$ cat src/rtl/i2c_pkg.sv
// Shared types and constants for the I2C byte sequencer and its quarter-period timer.
package i2c_pkg;

    typedef enum logic [1:0] {
        OP_START = 2'd0,
        OP_WRITE = 2'd1,
        OP_READ  = 2'd2,
        OP_STOP  = 2'd3
    } cmd_op_e;

    typedef enum logic [2:0] {
        S_IDLE  = 3'd0,
        S_WAIT  = 3'd1,
        S_START = 3'd2,
        S_BIT   = 3'd3,
        S_STOP  = 3'd4,
        S_RESP  = 3'd5
    } seq_state_e;

    localparam int BITS_PER_BYTE = 9;
    localparam int PHASES        = 4;

endpackage

$ cat src/rtl/i2c_quarter_timer.sv
// Quarter-bit timebase with SCL stretch freeze; I2C_STRETCH_TIMEOUT_EN adds an abort
// after TIMEOUT_CYC consecutive frozen cycles.
module i2c_quarter_timer
    import i2c_pkg::*;
#(
    parameter int DIVIDER     = 10000,
    parameter int CBITS       = 16,
    parameter int TIMEOUT_CYC = 65535
) (
    input  logic       clk,
    input  logic       rst,
    input  logic       run,
    input  logic       load,
    input  logic [1:0] load_phase,
    input  logic       scl_rel,
    input  logic       scl_in,
    output logic [1:0] phase,
    output logic       phase_last,
    output logic       stretch_abort
);

    if (DIVIDER < 2 || (2 ** CBITS) <= DIVIDER || TIMEOUT_CYC < 1 || PHASES != 4) begin : g_bad_cfg
        $error("i2c_quarter_timer: illegal parameter set");
    end

    logic [CBITS-1:0] q_cnt;
    logic             freeze;

    // A released SCL that still reads low is a slave stretching the clock.
    assign freeze     = run && scl_rel && !scl_in;
    assign phase_last = run && !freeze && (q_cnt == CBITS'(DIVIDER - 1));

    always_ff @(posedge clk) begin
        if (rst) begin
            q_cnt <= '0;
            phase <= 2'd0;
        end else if (load) begin
            q_cnt <= '0;
            phase <= load_phase;
        end else if (run && !freeze) begin
            if (phase_last) begin
                q_cnt <= '0;
                phase <= phase + 2'd1;
            end else begin
                q_cnt <= q_cnt + 1'b1;
            end
        end
    end

`ifdef I2C_STRETCH_TIMEOUT_EN
    localparam int TW = $clog2(TIMEOUT_CYC + 1);
    logic [TW-1:0] st_cnt;

    always_ff @(posedge clk) begin
        if (rst || !freeze) st_cnt <= '0;
        else                st_cnt <= st_cnt + 1'b1;
    end

    assign stretch_abort = freeze && (st_cnt == TW'(TIMEOUT_CYC - 1));
`else
    assign stretch_abort = 1'b0;
`endif

endmodule

$ cat src/rtl/i2c_byte_sequencer.sv
// Command-driven single-master I2C sequencer (START/WRITE/READ/STOP) driving open-drain
// enables; optional stretch timeout under I2C_STRETCH_TIMEOUT_EN.
module i2c_byte_sequencer
    import i2c_pkg::*;
#(
    parameter int DIVIDER     = 10000,
    parameter int CBITS       = 16,
    parameter int TIMEOUT_CYC = 65535
) (
    input  logic       clk,
    input  logic       rst,
    input  logic       cmd_valid,
    output logic       cmd_ready,
    input  logic [1:0] cmd_op,
    input  logic [7:0] cmd_wdata,
    input  logic       cmd_nack,
    output logic       rsp_valid,
    output logic [7:0] rsp_rdata,
    output logic       rsp_ack,
    output logic       rsp_err,
    output logic       rsp_timeout,
    output logic       bus_owned,
    output logic       scl_oe,
    output logic       sda_oe,
    input  logic       scl_in,
    input  logic       sda_in
);

    localparam logic [3:0] LAST_BIT = 4'(BITS_PER_BYTE - 1);

    seq_state_e state, state_d;
    cmd_op_e    op_r;
    logic [3:0] bit_idx;
    logic [7:0] wbyte, rdata;
    logic       nack_r, ack_r, err_r, sda_hold;
    logic       accept, run, tmr_load, bit_sda;
    logic [1:0] load_phase, phase;
    logic       phase_last, stretch_abort;

    assign accept    = cmd_valid && cmd_ready;
    assign run       = (state == S_START) || (state == S_BIT) || (state == S_STOP);
    assign rsp_valid = (state == S_RESP);
    assign rsp_rdata = rdata;
    assign rsp_ack   = ack_r;
    assign rsp_err   = err_r;

    // Bit 8 is the ACK slot: master releases it on WRITE, drives ~nack on READ.
    assign bit_sda = (bit_idx == LAST_BIT) ? (op_r == OP_READ && !nack_r)
                                           : (op_r == OP_WRITE && !wbyte[7]);

    i2c_quarter_timer #(
        .DIVIDER    (DIVIDER),
        .CBITS      (CBITS),
        .TIMEOUT_CYC(TIMEOUT_CYC)
    ) u_timer (
        .clk          (clk),
        .rst          (rst),
        .run          (run),
        .load         (tmr_load),
        .load_phase   (load_phase),
        .scl_rel      (!scl_oe),
        .scl_in       (scl_in),
        .phase        (phase),
        .phase_last   (phase_last),
        .stretch_abort(stretch_abort)
    );

    always_ff @(posedge clk) begin
        if (rst) state <= S_IDLE;
        else     state <= state_d;
    end

    always_comb begin
        state_d    = state;
        cmd_ready  = 1'b0;
        scl_oe     = 1'b0;
        sda_oe     = 1'b0;
        tmr_load   = 1'b0;
        load_phase = 2'd0;
        case (state)
            S_IDLE: begin
                cmd_ready = 1'b1;
                if (cmd_valid) begin
                    if (cmd_op_e'(cmd_op) == OP_START) begin
                        state_d    = S_START;
                        tmr_load   = 1'b1;
                        load_phase = 2'd1;
                    end else begin
                        state_d = S_RESP;
                    end
                end
            end
            S_WAIT: begin
                cmd_ready = 1'b1;
                scl_oe    = 1'b1;
                sda_oe    = sda_hold;
                if (cmd_valid) begin
                    tmr_load = 1'b1;
                    case (cmd_op_e'(cmd_op))
                        OP_START: state_d = S_START;
                        OP_STOP:  state_d = S_STOP;
                        default:  state_d = S_BIT;
                    endcase
                end
            end
            S_START: begin
                scl_oe = (phase == 2'd0) || (phase == 2'd3);
                sda_oe = phase[1];
                if (phase_last && phase == 2'd3) state_d = S_RESP;
            end
            S_BIT: begin
                scl_oe = (phase == 2'd0) || (phase == 2'd3);
                sda_oe = bit_sda;
                if (phase_last && phase == 2'd3 && bit_idx == LAST_BIT) state_d = S_RESP;
            end
            S_STOP: begin
                scl_oe = (phase == 2'd0);
                sda_oe = (phase != 2'd3);
                if (phase_last && phase == 2'd3) state_d = S_RESP;
            end
            S_RESP: begin
                scl_oe  = bus_owned;
                sda_oe  = sda_hold;
                state_d = bus_owned ? S_WAIT : S_IDLE;
            end
            default: state_d = S_IDLE;
        endcase
        if (stretch_abort) state_d = S_RESP;
    end

    always_ff @(posedge clk) begin
        if (rst) begin
            op_r      <= OP_START;
            bit_idx   <= 4'd0;
            wbyte     <= 8'd0;
            rdata     <= 8'd0;
            nack_r    <= 1'b0;
            ack_r     <= 1'b0;
            err_r     <= 1'b0;
            bus_owned <= 1'b0;
            sda_hold  <= 1'b0;
        end else begin
            // WAIT and RESP replay sda_hold, so tracking sda_oe every cycle keeps it stable.
            sda_hold <= sda_oe;
            if (accept) begin
                op_r    <= cmd_op_e'(cmd_op);
                wbyte   <= cmd_wdata;
                nack_r  <= cmd_nack;
                bit_idx <= 4'd0;
                ack_r   <= 1'b0;
                err_r   <= (state == S_IDLE) && (cmd_op_e'(cmd_op) != OP_START);
            end
            if (state == S_BIT && phase_last) begin
                if (phase == 2'd2) begin
                    if (op_r == OP_READ && bit_idx != LAST_BIT) rdata <= {rdata[6:0], sda_in};
                    if (op_r == OP_WRITE && bit_idx == LAST_BIT) ack_r <= sda_in;
                end
                if (phase == 2'd3) begin
                    bit_idx <= bit_idx + 4'd1;
                    wbyte   <= {wbyte[6:0], 1'b0};
                end
            end
            if (state == S_START && phase_last && phase == 2'd3) bus_owned <= 1'b1;
            if (state == S_STOP && phase_last && phase == 2'd3)  bus_owned <= 1'b0;
            if (stretch_abort) begin
                bus_owned <= 1'b0;
                sda_hold  <= 1'b0;
            end
        end
    end

`ifdef I2C_STRETCH_TIMEOUT_EN
    logic timeout_r;
    always_ff @(posedge clk) begin
        if (rst)                timeout_r <= 1'b0;
        else if (accept)        timeout_r <= 1'b0;
        else if (stretch_abort) timeout_r <= 1'b1;
    end
    assign rsp_timeout = timeout_r;
`else
    assign rsp_timeout = 1'b0;
`endif

endmodule

$ cat config.mk
export PLATFORM = sky130hd
export DESIGN_NAME = i2c_byte_sequencer
export DESIGN_NICKNAME = d
export VERILOG_FILES = /design/src/rtl/i2c_pkg.sv /design/src/rtl/i2c_quarter_timer.sv /design/src/rtl/i2c_byte_sequencer.sv
export SDC_FILE = /design/constraint.sdc
export NUM_CORES = 1
export LEC_CHECK = 0
export CORE_MARGIN = 4
export CORE_UTILIZATION = 57
export DETAILED_ROUTE_END_ITERATION = 16
export DONT_BUFFER_PORTS = 1
export PLACE_DENSITY = 0.75
export SETUP_SLACK_MARGIN = 0.15
export SYNTH_ARGS = -nofsm -noshare
export SYNTH_HDL_FRONTEND = slang
export SYNTH_SLANG_ARGS = --single-unit
$ cat constraint.sdc
create_clock -name clk -period 2 [get_ports clk]
set_input_delay 0.3 -clock clk [delete_from_list [all_inputs] [get_ports clk]]
set_output_delay 0.3 -clock clk [all_outputs]
set_load 0.02 [all_outputs]
# [Word-level counts from Yosys, hierarchy flattened]
# Index checks and enable logic that the tools add are counted.
[classes] n_bitwise=0 n_shift=0 add_sub_neg=3 div=0 mux=33 eq_ne=18 n_reduce_logical=40 mul=0 magnitude_cmp=0
[op_table] cell="$mux W8" count=3
[op_table] cell="$logic_and A1 B1 Y1" count=17
[op_table] cell="$add A16 B1 Y16 const B" count=1
[op_table] cell="$eq A16 B14 Y1 const B" count=1
[op_table] cell="$mux W16" count=1
[op_table] cell="$mux W3" count=5
[op_table] cell="$pmux W3 S5" count=1
[op_table] cell="$mux W1" count=13
[op_table] cell="$mux W4" count=3
[op_table] cell="$reduce_or A2 Y1" count=6
[op_table] cell="$eq A2 B2 Y1 const B" count=4
[op_table] cell="$pmux W1 S4" count=2
[op_table] cell="$eq A3 B2 Y1 const B" count=2
[op_table] cell="$eq A3 B3 Y1 const B" count=2
[op_table] cell="$mux W2" count=3
[op_table] cell="$ne A2 B2 Y1 const B" count=3
[op_table] cell="$pmux W3 S2" count=1
[op_table] cell="$reduce_bool A2 Y1" count=3
[op_table] cell="$logic_not A1 Y1" count=5
[op_table] cell="$add A4 B1 Y4 const B" count=1
[op_table] cell="$eq A4 B4 Y1 const B" count=1
[op_table] cell="$logic_not A2 Y1" count=2
[op_table] cell="$ne A2 B1 Y1 const B" count=2
[op_table] cell="$ne A4 B4 Y1 const B" count=1
[op_table] cell="9 further kinds" count=11
[totals] wordCells=106 in_bits=16 latchBits=0 memories=0 rom_bits=0 ram_bits=0 ff_bits=48 out_inout_bits=16

# [Logic depth before layout (Yosys ltp)]
# Gate-level depths: netlist (run 1).
[depth] word_depth=13 ltp_mapped=8 ltp_nobuf=7

# [Cells and area by module]
# From an unflattened synthesis (run 1), not the netlist that was laid out.
[unflattened] hier_cells=302 hier_area_um2=2635.0
[modules_own_cells] mod="i2c_byte_sequencer" area_each_um2=1639.1 n_inst=1 seq_area_each_um2=600.6 cells_each=184
[modules_own_cells] mod="i2c_quarter_timer" area_each_um2=996.0 n_inst=1 seq_area_each_um2=360.3 cells_each=118

# [Least setup slack after synthesis (run 1)]
# Ideal clock, no wire load.
[synth_path] path_kind="reg2reg" start="reg u_timer.phase[0]" end="reg u_timer.q_cnt[7]" path_stages_with_launch=7 path_buffers=0 t_required_ps=1928 arrival_ps=2080 setup_ps=72 setup_slack_ps=-152 synth_period_minus_slack_ps=2152 path_cell_list="dfxtp_1 inv_1 ha_1 a211oi_2 o31ai_1 or4_1 a21oi_1"
[synth_via] elab_chain_len=10 word_cells_on_any_way=11 classes_between="eq/ne: 1; mux: 2; reduce/logical: 8"
[synth_lines] item="start, declared" line_no="i2c_quarter_timer.sv:17" rtl="output logic [1:0] phase,"
[synth_lines] item="start signal, assigned" line_no="i2c_quarter_timer.sv:39" rtl="phase <= load_phase;"
[synth_lines] item="start signal, assigned" line_no="i2c_quarter_timer.sv:43" rtl="phase <= phase + 2'd1;"
[synth_lines] item="$eq A2 B2 Y1 or $logic_not A2 Y1 (tied branches)" line_no="i2c_byte_sequencer.sv:107, i2c_byte_sequencer.sv:112, i2c_byte_sequencer.sv:117"
[synth_lines] item="$logic_or A1 B1 Y1" line_no="i2c_byte_sequencer.sv:107, i2c_byte_sequencer.sv:112"
[synth_lines] item="$pmux W1 S4 (*)" line_no="i2c_byte_sequencer.sv:80" rtl="case (state)"
[synth_lines] item="$logic_not A1 Y1 (*)" line_no="i2c_byte_sequencer.sv:61" rtl=".scl_rel (!scl_oe),"
[synth_lines] item="$logic_and A1 B1 Y1 (*) (2 in a row)" line_no="i2c_quarter_timer.sv:30" rtl="assign freeze = run && scl_rel && !scl_in;"
[synth_lines] item="$logic_not A1 Y1 (*)" line_no="i2c_quarter_timer.sv:31, i2c_quarter_timer.sv:40"
[synth_lines] item="$logic_and A1 B1 Y1 (*)" line_no="i2c_quarter_timer.sv:31, i2c_quarter_timer.sv:40"
[synth_lines] item="$logic_and A1 B1 Y1" line_no="i2c_quarter_timer.sv:31" rtl="assign phase_last = run && !freeze && (q_cnt == CBITS'(DIVIDER - 1));"
[synth_lines] item="$mux W16" line_no="i2c_quarter_timer.sv:41" rtl="if (phase_last) begin"
[synth_lines] item="end signal, assigned" line_no="i2c_quarter_timer.sv:45" rtl="q_cnt <= q_cnt + 1'b1;"
[synth_lines] item="end, declared" line_no="i2c_quarter_timer.sv:26" rtl="logic [CBITS-1:0] q_cnt;"
# Mark *: on every way between the ends. The rest lies on a longest branch, timed or not.
# A chain may end at the register's enable or synchronous reset.

# [Worst setup path in the final report (run 1)]
[layout_path] start="reg u_timer.q_cnt[15]" end="reg wbyte[4]"
[layout_via] elab_chain_len=4
[layout_lines] item="$eq A16 B14 Y1" line_no="i2c_quarter_timer.sv:31"
[layout_lines] item="$logic_and A1 B1 Y1" line_no="i2c_quarter_timer.sv:31"
[layout_lines] item="$logic_and A1 B1 Y1" line_no="i2c_byte_sequencer.sv:153" rtl="if (state == S_BIT && phase_last) begin"
[layout_lines] item="$mux W8" line_no="i2c_byte_sequencer.sv:153"
[layout_lines] item="end signal, assigned" line_no="i2c_byte_sequencer.sv:147" rtl="wbyte <= cmd_wdata;"
[layout_lines] item="end signal, assigned" line_no="i2c_byte_sequencer.sv:160" rtl="wbyte <= {wbyte[6:0], 1'b0};"
[layout_lines] item="end, declared" line_no="i2c_byte_sequencer.sv:34" rtl="logic [7:0] wbyte, rdata;"
# No other way between the ends.

==> key figures, run 1 <==
Yosys
  – Number of library cell types mapped by synthesis: 54
  – Most used flip-flop cell after synthesis: dfxtp_1
  – Syn_area_per_cell: 8.64 um^2
  – Netlist Area Pre-Place: 2650 um^2
  – EDFF count, synth: 0
  – Area fraction of the dominant cell type after synthesis: 36.2%
  – Yosys synthesis warning count: 0
  – Mapped Nets: 332
  – Top post-synthesis cells by area: dfxtp_1, mux2i_1, nor2_1
  – Gate Count Post-Synth: 307
  – Register area share after synthesis: 36.2%
  – Cell taking the most area after synthesis: dfxtp_1
  – Async SR Flop Fraction: 0%
  – Yosys reg bits: 48

Power and ir drop
  – LEAKAGE: 1.48 nW
  – PwrDens: 743 nW/um^2
  – Max VDD drop: 0.797 mV

Detailed routing
  – First-pass iteration count of the detailed router: 4
  – 1st-iter DRT viols: 259
  – Drt total wl: 8490 um
  – Average wire per cell in the routed design: 20.7 um
  – Post-route DRC: 0
  – Routed Antenna Nets: 0
  – Via/cell ratio: 6.51
  – Vias: 2671

Worst hold path
  – Min-Delay Path Depth: 1
  – Worst Hold Endpoint: bit_idx[1]$_SDFF_PP0_
  – Hold Crit Start: rst
  – Worst min-delay path class: in2reg

Timing
  – Setup ws final: -0.147 ns
  – Worst Tran Pin Value: 0.525 ns
  – Fin crit period: 2.15 ns
  – Final setup TNS: -1.66 ns
  – Crit share post-route: 107%
  – F_max: 466 MHz
  – Max-slew headroom: 64.6%
  – RSZ-0062 raised after global routing: true
  – Final setup violation count: 25
  – Setup Skew: 0.0163 ns
  – Final hold vios: 0
  – Final slew viol count: 0

Critical path
  – Reg-to-Reg Start: u_timer.q_cnt[15]$_SDFFE_PP0P_
  – Startpoint Class: flop
  – Required @ worst endpoint: 2.24 ns
  – Worst R2R Setup Slack: -0.15 ns
  – CP Class: reg2reg
  – FF-to-FF path depth: 7
  – RR Endpoint: wbyte[4]$_SDFF_PP0_
  – Setup crit end kind: flop
  – Worst EP arrival: 2.39 ns
  – Worst Path Max Fanout: 5

Clock tree
  – Clk_lat worst skew: 0.33 ns
  – Max Root-Sink Buffers: 2
  – CTS clock-pin slew for the worst setup and hold paths: 0.10 ns
  – H-Tree Depth: 2
  – CTS root buffer: clkbuf_8
  – Sink Count: 48
  – TritonCTS Buffers: 5
  – Hold_buf cts: 0
  – CTS tree: built

GRT
  – First-pass GRT wire length: 12100 um
  – GRT Resource Usage Total: 25.5%
  – Initial antenna violation count: 0
  – Final global-route overflow total: 0
  – Vias in the first global route: 2544
  – Largest net degree at the start of global routing: 32

Floorplan
  – Row Count: 24
  – Die height: 76.2 um
  – IO Count: 32
  – Total Die Area: 5810 um^2
  – Core area: 4410 um^2
  – Die W: 76.2 um
  – Starting Density: 60.1%

Final layout
  – Layout cells sized above 1: 39.9%
  – Fillers: 242
  – Fin util: 84.8%
  – Post-route cell area: 3740 um^2
  – Ant diodes: 0
  – Final Net Count: 383
  – Seq. cell area: 976 um^2
  – Area of the multi-input gates: 1930 um^2
  – Area Growth Syn to Fin: 41.2%

Placed design
  – Final GP Congestion: 0.877
  – IO buf count: 0
  – HPWL after detailed placement: 4470 um
  – Placement Cell Area: 3050 um^2

Job
  – Max Cap Viol: 0

Run status
  – Failing checks: setup timing
  – Status: finished, violations left
metrics by stage:
step,total power [mW],worst slack (ns),hold WS [ns],instances
floorplan,1.54,0.0490,0.436,307
global placement,1.71,-0.0596,0.374,377
detailed placement,1.72,-0.0442,0.377,377
CTS,2.63,-0.0267,0.0388,404
global route,2.90,-0.208,0.0130,410
finish,2.78,-0.147,0.0247,410
per-layer routing:
layer / routed length (um) / vias to the layer above / share of wire [%] / global-route usage [%]
met5: 0 / - / 0 / 0
met3: 518 / 35 / 6.1 / 6.74
met2: 4320 / 111 / 51 / 44.3
met1: 3280 / 1283 / 39 / 27.8
met4: 372 / 0 / 4.4 / 14.2
li1: - / 1242 / - / -
cell type report:
cell class | count | share of cell area [%]
Inverter | 11 | 1.10
Tap cell | 52 | 1.74
Clock buffer | 5 | 1.84
Clock inverter | 2 | 1.60
Multi-Input combinational cell | 230 | 51.5
Sequential cell | 48 | 26.1
Timing Repair Buffer | 62 | 16.2
cell families (layout without fill, tap and decap cells):
family | Yosys count | in the layout | share of synthesized area, %
adders and majority gates | 9 | 9 | 4.25
other | 1 | 1 | 0.141
buffers and inverters | 29 | 80 | 4.44
AOI/OAI and AO/OA | 73 | 73 | 19.9
muxes | 20 | 20 | 7.55
xor gates and xnor gates | 7 | 7 | 2.31
DFF | 48 | 48 | 36.2
and+or+nand+nor | 120 | 120 | 25.2
layout by cell type, fill, tap and decap left out, types with 6 or more instances in the layout:
| cell type | Yosys | final |
|---|---|---|
| nand3_1 | 8 | 8 |
| a21oi_1 | 22 | 15 |
| nand2_1 | 24 | 21 |
| a21oi_2 | 0 | 7 |
| nor2_2 | 0 | 7 |
| o31ai_1 | 9 | 7 |
| buf_6 | 0 | 7 |
| o21ai_1 | 0 | 6 |
| dfxtp_2 | 0 | 12 |
| buf_4 | 1 | 48 |
| mux2i_1 | 20 | 19 |
| inv_1 | 11 | 7 |
| ha_1 | 9 | 7 |
| nor2_1 | 36 | 24 |
| dfxtp_1 | 48 | 36 |
Yosys cell counts, types with 2 or more instances:
cell type   n
a211oi_1   10
a21oi_1    22
a311o_1     2
a311oi_1    3
a41o_1      2
and3_1      4
and4_1      3
buf_2       4
clkbuf_1   12
dfxtp_1    48
ha_1        9
inv_1      11
mux2i_1    20
nand2_1    24
nand2b_1    5
nand3_1     8
nand3b_1    3
nand4_1     5
nor2_1     36
nor2b_1     3
nor3b_1     4
nor4b_1     3
o21ai_0     8
o22ai_1     2
o311ai_0    4
o311ai_2    2
o31ai_1     9
or3_1       3
or3b_2      3
or4_1       6
xnor2_1     3
xor2_1      4
where the power goes:
part	total [mW]	switching [mW]	internal, mW
combinational	0.844	0.481	0.363
sequential	1.08	0.0649	1.01
clock	0.861	0.368	0.493
critical path, stage by stage, from the launching register on:
cell and delay (ns):
dfxtp_2 0.33, or4b_4 0.54, nor4_4 0.30, buf_4 0.20, o311ai_4 0.14, buf_4 0.19
buf_16 0.13, a211oi_2 0.23
state kept, by name, summed over array words and instances, names as in the netlist, 2 cells and up:
register	cells
bit_idx	4
op_r	2
rsp_rdata	8
state	3
u_timer.phase	2
u_timer.q_cnt	16
wbyte	8
how the worst max path moves through the flow:
stage	startpoint	endpoint	slack (ns)	depth (start not counted)
after floorplan	u_timer.q_cnt[15]$_SDFFE_PP0P_	bit_idx[1]$_SDFF_PP0_	0.05	6
after global placement	u_timer.q_cnt[15]$_SDFFE_PP0P_	rsp_ack$_SDFF_PP0_	-0.06	6
after detailed placement	u_timer.q_cnt[15]$_SDFFE_PP0P_	rsp_ack$_SDFF_PP0_	-0.04	6
after CTS	bit_idx[1]$_SDFF_PP0_	sda_oe	-0.03	8
after global routing	u_timer.q_cnt[15]$_SDFFE_PP0P_	wbyte[4]$_SDFF_PP0_	-0.21	7
final	u_timer.q_cnt[15]$_SDFFE_PP0P_	wbyte[4]$_SDFF_PP0_	-0.15	7
repair_timing:
item	4_1_cts	5_1_grt
setup buffers	17	5
cloned	3	1
resized for setup	44	33
pin swaps	13	6
endpoints found under the hold margin	0	0
setup endpoints to repair	43	44
No activity file was read; power rests on OpenSTA's default activity.
==> run 2: changes to the inputs <==
--- a/config.mk
+++ b/config.mk
@@ -6,10 +6,10 @@
 export NUM_CORES = 1
 export LEC_CHECK = 0
 export CORE_MARGIN = 4
-export CORE_UTILIZATION = 57
+export CORE_UTILIZATION = 60
 export DETAILED_ROUTE_END_ITERATION = 16
 export DONT_BUFFER_PORTS = 1
-export PLACE_DENSITY = 0.75
+export PLACE_DENSITY = 0.76
 export SETUP_SLACK_MARGIN = 0.15
 export SYNTH_ARGS = -nofsm -noshare
 export SYNTH_HDL_FRONTEND = slang
==> constraint.sdc (replaced) <==
create_clock -name clk -period 2.5 [get_ports clk]
set_input_delay 0.375 -clock clk [delete_from_list [all_inputs] [get_ports clk]]
set_output_delay 0.375 -clock clk [all_outputs]
set_load 0.02 [all_outputs]
==> key figures, run 2 (synthesized netlist as in run 1, its figures left out) <==
Timing
  – Crit share post-route: 90.2% (-17 points)
  – Worst Tran Pin Value: 0.697 ns (+0.173 ns)
  – Final hold vios: 0 (unchanged)
  – Setup Skew: 0.0110 ns (-0.00528 ns)
  – Final setup TNS: 0 ns (+1.66 ns)
  – Fin crit period: 2.25 ns (+0.107 ns)
  – Hold WS: 0.117 ns (+0.0922 ns)
  – RSZ-0062 raised after global routing: false
  – Final slew viol count: 0 (unchanged)
  – Max-slew headroom: 52.9% (-12 points)
  – F_max: 444 MHz (-4.7%)
  – Final setup violation count: 0 (-100%)

Placed design
  – HPWL after detailed placement: 4020 um (-9.9%)
  – IO buf count: 0 (unchanged)
  – DP Cell Count: 348 (-7.7%)
  – Final GP Congestion: 0.864 (-1.4%)
  – Placement Cell Area: 2710 um^2 (-11%)

Detailed routing
  – Drt total wl: 5830 um (-31%)
  – Routed Antenna Nets: 0 (unchanged)
  – Via/cell ratio: 6.30 (-3.3%)
  – First-pass iteration count of the detailed router: 4 (unchanged)
  – Average wire per cell in the routed design: 16.1 um (-22%)
  – Vias: 2281 (-15%)
  – 1st-iter DRT viols: 178 (-31%)
  – Post-route DRC: 0 (unchanged)

GRT
  – Largest net degree at the start of global routing: 32 (unchanged)
  – Met2 usage: 32.3% (-12 points)
  – First-pass GRT wire length: 9580 um (-21%)
  – GRT Resource Usage Total: 22.3% (-3.2 points)
  – Met1 usage: 32.0% (+4.2 points)
  – Initial antenna violation count: 0 (unchanged)
  – Met3 Use GR: 5.41% (-1.3 points)
  – Final global-route overflow total: 0 (unchanged)
  – GRT busiest layer: met2
  – Vias in the first global route: 1997 (-22%)

Floorplan
  – Die height: 74.5 um (-2.3%)
  – Total Die Area: 5550 um^2 (-4.5%)
  – Core area: 4140 um^2 (-6.1%)
  – Starting Density: 64.0% (+3.9 points)
  – Row Count: 23 (-4.2%)
  – Die W: 74.5 um (-2.3%)
  – IO Count: 32 (unchanged)

Clock tree
  – CTS root buffer: clkbuf_8
  – CTS tree: built
  – TritonCTS Buffers: 5 (unchanged)
  – Hold_buf cts: 0 (unchanged)
  – Max Root-Sink Buffers: 2 (unchanged)
  – Clk_lat worst skew: 0.31 ns (-0.02 ns)
  – CTS clock-pin slew for the worst setup and hold paths: 0.10 ns (about the same)
  – H-Tree Depth: 2 (unchanged)
  – Sink Count: 48 (unchanged)

Critical path
  – Startpoint Class: flop
  – Setup crit end kind: flop
  – Critical Path Start: u_timer.phase[0]$_SDFFE_PP0P_
  – Required @ worst endpoint: 2.74 ns (+0.50 ns)
  – Worst EP arrival: 2.50 ns (+0.11 ns)
  – CP Class: reg2reg
  – Worst Path Max Fanout: 6 (+1)
  – Reg-to-Reg Start: u_timer.phase[0]$_SDFFE_PP0P_

Power and ir drop
  – LEAKAGE: 1.11 nW (-25%)
  – Max VDD drop: 0.362 mV (-55%)
  – PwrDens: 612 nW/um^2 (-18%)

Final layout
  – Layout cells sized above 1: 12.8% (-27 points)
  – Area Growth Syn to Fin: 9.16%
  – Fin util: 69.8% (-15 points)
  – Non-Filler Instances: 362 (-12%)
  – Post-route cell area: 2890 um^2 (-23%)
  – Commonest non-fill, non-tap cell in the layout: dfxtp_1
  – Ant diodes: 0 (unchanged)
  – Final Net Count: 336 (-12%)
  – Reg with most FFs: u_timer.q_cnt
  – Max FFs per register: 16 (unchanged)
  – Fillers: 327 (+35%)
  – Commonest cells after routing, fill and taps aside: dfxtp_1, nor2_1, nand2_1, a21oi_1, mux2i_1

Worst hold path
  – Worst min-delay path class: in2reg
  – Hold Crit Start: rst

Run status
  – Status: completed

Job
  – Max Cap Viol: 0 (unchanged)
-- run 2: cell count changes in the layout (fill, tap and decap cells not counted), moves of 5 or more --
| cell | change |
|---|---|
| dfxtp_1 | +11 |
| buf_6 | -7 |
| nor2_4 | -5 |
| a21oi_2 | -6 |
| buf_4 | -34 |
| nor2_1 | +12 |
| nor2_2 | -7 |
| a211oi_1 | +5 |
| dfxtp_2 | -11 |
| o21ai_1 | -5 |
| o21ai_0 | +5 |
| a21oi_1 | +6 |
-- run 2: repair_timing --
action,in CTS,in global routing
gates cloned,0,1
setup buffers,0,5
gates resized for setup,2,7
pin swaps,0,5
setup endpoints to repair,2,20
hold endpoints to repair,0,0
-- run 2: stage by stage --
stage          total power [mW]  worst slack, ns
3_5_place_dp               1.27            0.165
5_1_grt                    1.87            0.150
4_1_cts                    1.75            0.153
3_3_place_gp               1.26            0.238
6_report                   1.77            0.246
2_1_floorplan              1.18            0.348
-- run 2: final timing paths --
kind / end / slack (ns) / cells past startpoint
setup / recovery: u_timer.q_cnt[15]$_SDFFE_PP0P_ / 0.25 / 6
hold / removal: rsp_err$_SDFFE_PP0P_ / 0.12 / 1
setup reg to reg: u_timer.q_cnt[15]$_SDFFE_PP0P_ / 0.25 / 6
hold reg to reg: nack_r$_SDFFE_PP0P_ / 0.47 / 2
-- run 2: critical path, cell delays in order (launching register included) --
cell and delay [ns]:
dfxtp_1 0.37, inv_1 0.09, ha_1 0.36, a211o_1 0.36, a311o_2 0.40, or4_1 0.48, a21oi_1 0.14
-- run 2: report_power, final --
part	switching, mW	internal [mW]	leakage (nW)
clock	0.270	0.198	0.0404
sequential	0.0491	0.805	0.390
combinational	0.286	0.161	0.679
total	0.605	1.16	1.11
-- run 2: cell type report --
type | count | area (um^2) | area share [%]
Clock buffer | 5 | 68.8 | 2.38
Clock inverter | 3 | 23.8 | 0.821
Inverter | 11 | 41.3 | 1.43
Tap cell | 50 | 62.6 | 2.16
Timing Repair Buffer | 14 | 105 | 3.63
Multi-Input combinational cell | 231 | 1630 | 56.3
Sequential cell | 48 | 962 | 33.2
-- run 2: layer usage --
metal,wire length (um),vias to the layer above
li1,-,1147
met1,2860,1064
met2,2520,65
met3,391,5
met4,57,0
met5,0,-
